===== src/rtl/muldiv_unit.sv =====
// Multi-cycle radix-2 multiply / restoring divide unit with HI/LO result registers.
// Optional macro MULDIV_EARLY_OUT_EN: multiplies finish as soon as the remaining multiplier is zero.
module muldiv_unit #(
  parameter int WIDTH = 32,
  parameter int CNT_W = $clog2(WIDTH+1)
) (
  input  logic             clk,
  input  logic             rst_n,
  input  logic             start,
  input  logic [1:0]       op,
  input  logic [WIDTH-1:0] x,
  input  logic [WIDTH-1:0] y,
  input  logic             flush,
  output logic             busy,
  output logic             done,
  output logic             div_by_zero,
  output logic [WIDTH-1:0] hi,
  output logic [WIDTH-1:0] lo
);
  localparam int W = WIDTH;
`ifdef MULDIV_EARLY_OUT_EN
  localparam bit EARLY_OUT = 1'b1;
`else
  localparam bit EARLY_OUT = 1'b0;
`endif

  typedef enum logic [1:0] {IDLE, CALC, FIX} state_t;

  state_t           state_q;
  logic [CNT_W-1:0] cnt_q;
  logic             is_div_q, neg_q, rneg_q, dbz_q;
  logic             done_q, dbz_out_q;
  logic [W-1:0]     hi_q, lo_q;
  logic [2*W-1:0]   acc_q, mcand_q;
  logic [W-1:0]     b_q;

  function automatic logic [W-1:0] neg_w(input logic [W-1:0] v, input logic neg);
    return neg ? (~v + 1'b1) : v;
  endfunction

  function automatic logic [2*W-1:0] neg_2w(input logic [2*W-1:0] v, input logic neg);
    return neg ? (~v + 1'b1) : v;
  endfunction

  logic           x_neg, y_neg, start_ok, start_dbz, early, ge;
  logic [W-1:0]   x_mag, y_mag, fix_hi, fix_lo;
  logic [W:0]     rem_sh, trial;
  logic [2*W-1:0] acc_mul, acc_div, prod_fix;

  always_comb begin
    x_neg     = op[0] & x[W-1];
    y_neg     = op[0] & y[W-1];
    x_mag     = neg_w(x, x_neg);
    y_mag     = neg_w(y, y_neg);
    start_ok  = (state_q == IDLE) & start & ~flush;
    start_dbz = op[1] & (y == '0);
    early     = EARLY_OUT & ~is_div_q & (b_q == '0);
    acc_mul   = b_q[0] ? (acc_q + mcand_q) : acc_q;
    // Restoring step: the bit shifted out of rem is kept so the trial never overflows.
    rem_sh    = acc_q[2*W-1:W-1];
    trial     = rem_sh - {1'b0, mcand_q[W-1:0]};
    ge        = ~trial[W];
    acc_div   = {(ge ? trial[W-1:0] : rem_sh[W-1:0]), acc_q[W-2:0], ge};
    prod_fix  = neg_2w(acc_q, neg_q);
    if (dbz_q) begin
      fix_hi = acc_q[W-1:0];
      fix_lo = '1;
    end else if (is_div_q) begin
      fix_hi = neg_w(acc_q[2*W-1:W], rneg_q);
      fix_lo = neg_w(acc_q[W-1:0], neg_q);
    end else begin
      fix_hi = prod_fix[2*W-1:W];
      fix_lo = prod_fix[W-1:0];
    end
  end

  always_ff @(posedge clk or negedge rst_n) begin
    if (!rst_n) begin
      state_q   <= IDLE;
      cnt_q     <= '0;
      is_div_q  <= 1'b0;
      neg_q     <= 1'b0;
      rneg_q    <= 1'b0;
      dbz_q     <= 1'b0;
      done_q    <= 1'b0;
      dbz_out_q <= 1'b0;
      hi_q      <= '0;
      lo_q      <= '0;
    end else begin
      done_q <= 1'b0;
      case (state_q)
        IDLE: if (start_ok) begin
          is_div_q <= op[1];
          neg_q    <= x_neg ^ y_neg;
          rneg_q   <= x_neg;
          dbz_q    <= start_dbz;
          // A zero divisor does no arithmetic but still spends one cycle before FIX.
          cnt_q    <= start_dbz ? CNT_W'(1) : CNT_W'(W);
          state_q  <= CALC;
        end
        CALC: if (flush) begin
          state_q <= IDLE;
        end else begin
          cnt_q <= cnt_q - 1'b1;
          if (cnt_q == CNT_W'(1) || early) state_q <= FIX;
        end
        FIX: begin
          state_q <= IDLE;
          if (!flush) begin
            hi_q      <= fix_hi;
            lo_q      <= fix_lo;
            done_q    <= 1'b1;
            dbz_out_q <= dbz_q;
          end
        end
        default: state_q <= IDLE;
      endcase
    end
  end

  // Datapath: operand load on accept, one shift-add or shift-subtract per CALC cycle.
  always_ff @(posedge clk) begin
    if (start_ok) begin
      acc_q   <= op[1] ? {{W{1'b0}}, (start_dbz ? x : x_mag)} : '0;
      mcand_q <= {{W{1'b0}}, (op[1] ? y_mag : x_mag)};
      b_q     <= y_mag;
    end else if (state_q == CALC && !dbz_q && !early) begin
      if (is_div_q) begin
        acc_q <= acc_div;
      end else begin
        acc_q   <= acc_mul;
        mcand_q <= mcand_q << 1;
        b_q     <= b_q >> 1;
      end
    end
  end

  assign busy        = (state_q != IDLE);
  assign done        = done_q;
  assign div_by_zero = dbz_out_q;
  assign hi          = hi_q;
  assign lo          = lo_q;

endmodule


===== config.mk =====
export PLATFORM = sky130hd
export DESIGN_NAME = muldiv_unit
export DESIGN_NICKNAME = d
export VERILOG_FILES = /design/src/rtl/muldiv_unit.sv
export SDC_FILE = /design/constraint.sdc
export NUM_CORES = 1
export LEC_CHECK = 0
export CELL_PAD_IN_SITES_DETAIL_PLACEMENT = 0
export CELL_PAD_IN_SITES_GLOBAL_PLACEMENT = 2
export CORE_MARGIN = 5
export CORE_UTILIZATION = 33
export DETAILED_ROUTE_END_ITERATION = 7
export PLACE_DENSITY = 0.75
export SLEW_MARGIN = 0
export SYNTH_ARGS = -nofsm -noshare
export SYNTH_HDL_FRONTEND = slang
export SYNTH_SLANG_ARGS = --single-unit
export TNS_END_PERCENT = 50

===== constraint.sdc =====
create_clock -name clk -period 6.57 [get_ports clk]
set_input_delay 1.314 -clock clk [delete_from_list [all_inputs] [get_ports clk]]
set_output_delay 1.314 -clock clk [all_outputs]
set_load 0.01 [all_outputs]

==> metrics.md <==
| Metric | Value |
|---|---|
| Fmax | `213 MHz` |
| DRT Wirelength | `72800 um` |
| Layout Utilization | `38.9%` |
| Worst setup SP type | `flop` |
| Prevailing post-synth register cell | `edfxtp_1` |
| Core area | `57600 sq um` |
| Syn nets | `2555` |
| Rel. slew slack | `20.0%` |
| Ports | `137` |
| # rows | `88` |
| First-pass GRT wire length | `110000 um` |
| Port buffer count | `136` |
| Nets | `2638` |
| Total die area | `62900 sq um` |
| XOR/XNOR share of the synthesized area | `10.8%` |
| GPL Wtd Cong | `0.926` |
| Largest family of logic cells by synthesized area | `compound AO/OA/AOI/OAI gates` |
| Inserted Clock Buffers | `31` |
| CP Capture Type | `flop` |
| Die height | `251 um` |
| #FFs+latches synth | `238` |
| Initial core utilization | `33.2%` |
| CP Max Fanout | `26` |
| Maximum number of pins on one net before global-route repair | `70` |
| CTS resizes | `0` |
| Finish-stage setup viols | `0` |
| Setup TNS | `0 ns` |
| Synth Area in Simple Gates | `19.5%` |
| Total iterations of the first detailed-routing run | `5` |
| Number of synthesized flops with an enable pin | `128` |
| Antenna violations before repair | `2` |
| Outcome | `finished, final reports clean` |
| Yosys cell types | `78` |
| Commonest non-fill, non-tap cell in the layout | `nand2_1` |
| Area fraction in compound gates after synthesis | `22.4%` |
| Routed len/inst | `22.4 um` |
| Post-Syn Instances | `2382` |
| Total gr overflow | `0` |
| H-tree depth | `1` |
| DRT antenna net count | `0` |
| Synth warnings | `0` |
| Worst vdd ir | `0.000277 V` |
| Mapped Area | `19100 sq um` |
| PwrDens | `530 nW/um^2` |
| Number of remaining DRC errors | `0` |
| Clock root buffer master | `clkbuf_16` |
| Most frequent cells in the layout | `357 x nand2_1, 264 x a21oi_1, 215 x nor2_1` |
| Final worst-path cycle share | `71.4%` |
| RSZ-0062 raised after global routing | `false` |
| Total number of vias | `18100` |
| Hpwl dp | `56000 um` |
| Number of hold-repair buffers added at the cts stage | `0` |
| N_diodes | `0` |
| Arrival @ worst endpoint | `5.02 ns` |
| Vias/cell | `5.55` |
| Layout cells sized above 1 | `5.14%` |
| Min cycle time layout | `4.69 ns` |
| Final Hold Fails | `0` |
| Setup CP Type | `flop to flop` |
| Max-Cap Viols | `0` |
| Number of global-route vias before repair | `17600` |
| Synth-to-layout area growth | `17.0%` |
| GRT Util Overall | `22.1%` |
| Syn_area_per_cell | `8.03 sq um` |
| CTS max path bufs | `3` |
| Seq/Total Area, Yosys | `33.6%` |
| Post-synth ARST share | `32.8%` |
| Clock Sinks | `238` |
| Leak Pwr | `9.02 nW` |
| Worst Hold Class | `flop to flop` |
| Post-Synth Adder-Cell Area | `6.81%` |
| Skew-Pair Late Insertion Delay | `0.60 ns` |
| Least-Margin Pin Slew | `1.20 ns` |
| Worst Skew | `0.0172 ns` |
| Clk slew on worst S/H paths | `0.06 ns` |
| DR iter-0 viols | `1599` |
| Critical Path RT | `6.91 ns` |
| Mux contribution to synthesized area | `2.60%` |
| Die Width | `251 um` |
| TritonCTS clock tree | `yes` |
| Setup bufs post-CTS | `0` |
| Fin. max-slew vios | `0` |
==> logic make-up (layout without fill, tap and decap cells) <==
group                      after synthesis  in the layout
and+or+nand+nor                        829            829
AOI/OAI and AO/OA                      719            719
DFF                                    238            238
xor gates and xnor gates               237            237
buffers and inverters                  207            314
adders and majority gates              103            103
muxes                                   49             49
==> where the power goes <==
part	internal (mW)	total, mW	switching, mW
combinational	2.77	6.90	4.13
clock	1.10	1.83	0.728
sequential	2.33	3.13	0.799
==> stage by stage <==
stage	instances	power (mW)	setup WS, ns	instance area [sq um]	hold slack (ns)
floorplan	2382	7.42	1.89	19100	0.449
global placement	3197	9.96	1.57	21300	0.460
detailed placement	3197	9.95	1.53	21300	0.468
CTS	3254	11.9	1.96	22400	0.475
global route	3254	12.6	1.76	22400	0.495
finish	3254	11.9	1.88	22400	0.476
==> final timing paths <==
kind / start / end / slack, ns / cells past startpoint
max in group asynchronous: rst_n / hi[29]$_DFFE_PN0P_ / 4.82 / 2
max reg2reg: acc_q[31]$_DFFE_PP_ / acc_q[37]$_SDFFCE_PP0P_ / 1.88 / 15
min: hi[6]$_DFFE_PN0P_ / hi[6]$_DFFE_PN0P_ / 0.48 / 2
min reg2reg: hi[6]$_DFFE_PN0P_ / hi[6]$_DFFE_PN0P_ / 0.48 / 2
max: acc_q[31]$_DFFE_PP_ / acc_q[37]$_SDFFCE_PP0P_ / 1.88 / 15
min in group asynchronous: rst_n / neg_q$_DFFE_PN0P_ / 0.59 / 1
==> synth_stat cells, drive strengths merged, types with 12 or more instances <==
cell type	instances	share of area, %
inv	77	1.5
nand4	33	1.1
o31ai	23	0.90
a21oi	265	7.0
nor3	55	1.4
nor2b	12	0.39
o21ai	187	4.9
o22ai	35	1.1
o211ai	17	0.67
or3	15	0.50
edfxtp	128	20
mux2i	44	2.3
nor4	20	0.65
nand2	359	7.1
buf	16	0.42
and2	14	0.46
dfxtp	32	3.3
o21bai	21	0.82
a21o	44	1.7
a211oi	38	1.5
nor2	217	4.3
nand2b	16	0.56
xor2	112	5.1
a31oi	22	0.75
nand3	36	0.94
clkbuf	111	2.2
dfrtp	78	10
ha	101	6.6
and3	15	0.49
xnor2	125	5.7
==> state kept, by name, summed over array words and instances, names as in the netlist <==
| name | cells |
|---|---|
| acc_q | 64 |
| mcand_q | 64 |
| b_q | 32 |
| hi | 32 |
| lo | 32 |
| cnt_q | 6 |
| state_q | 2 |
| dbz_q | 1 |
| div_by_zero | 1 |
| done | 1 |
| is_div_q | 1 |
| neg_q | 1 |
| rneg_q | 1 |
==> routing by layer <==
metal | GRT usage, % | part of all wire, % | up-vias
met5 | 0 | 0 | -
met3 | 2.10 | 4.6 | 87
met1 | 32.0 | 47 | 8765
met4 | 4.80 | 2.2 | 0
li1 | - | - | 8711
met2 | 36.2 | 46 | 497
==> layout make-up <==
| class | count | area [sq um] |
|---|---|---|
| inverters | 78 | 293 |
| repair buffers | 179 | 1680 |
| multi-input cells | 1937 | 11900 |
| clock buffers | 45 | 931 |
| well taps | 765 | 957 |
| flip-flops and latches | 238 | 6440 |
| clock inverters | 12 | 158 |
| fillers | 5949 | 35200 |
==> critical path, stage by stage, from the launching register on <==
cell	delay [ns]
edfxtp_1	0.37
buf_4	0.20
inv_1	0.20
ha_1	0.23
fa_1	0.22
nor2b_1	0.08
o31a_1	0.27
nor4_1	0.55
o21ai_1	0.41
a211oi_1	0.31
nor2_1	0.13
xor2_4	0.39
buf_4	0.47
mux2_2	0.39
a21oi_1	0.14
nor2_1	0.05
Power figures use the tool's default switching activity.
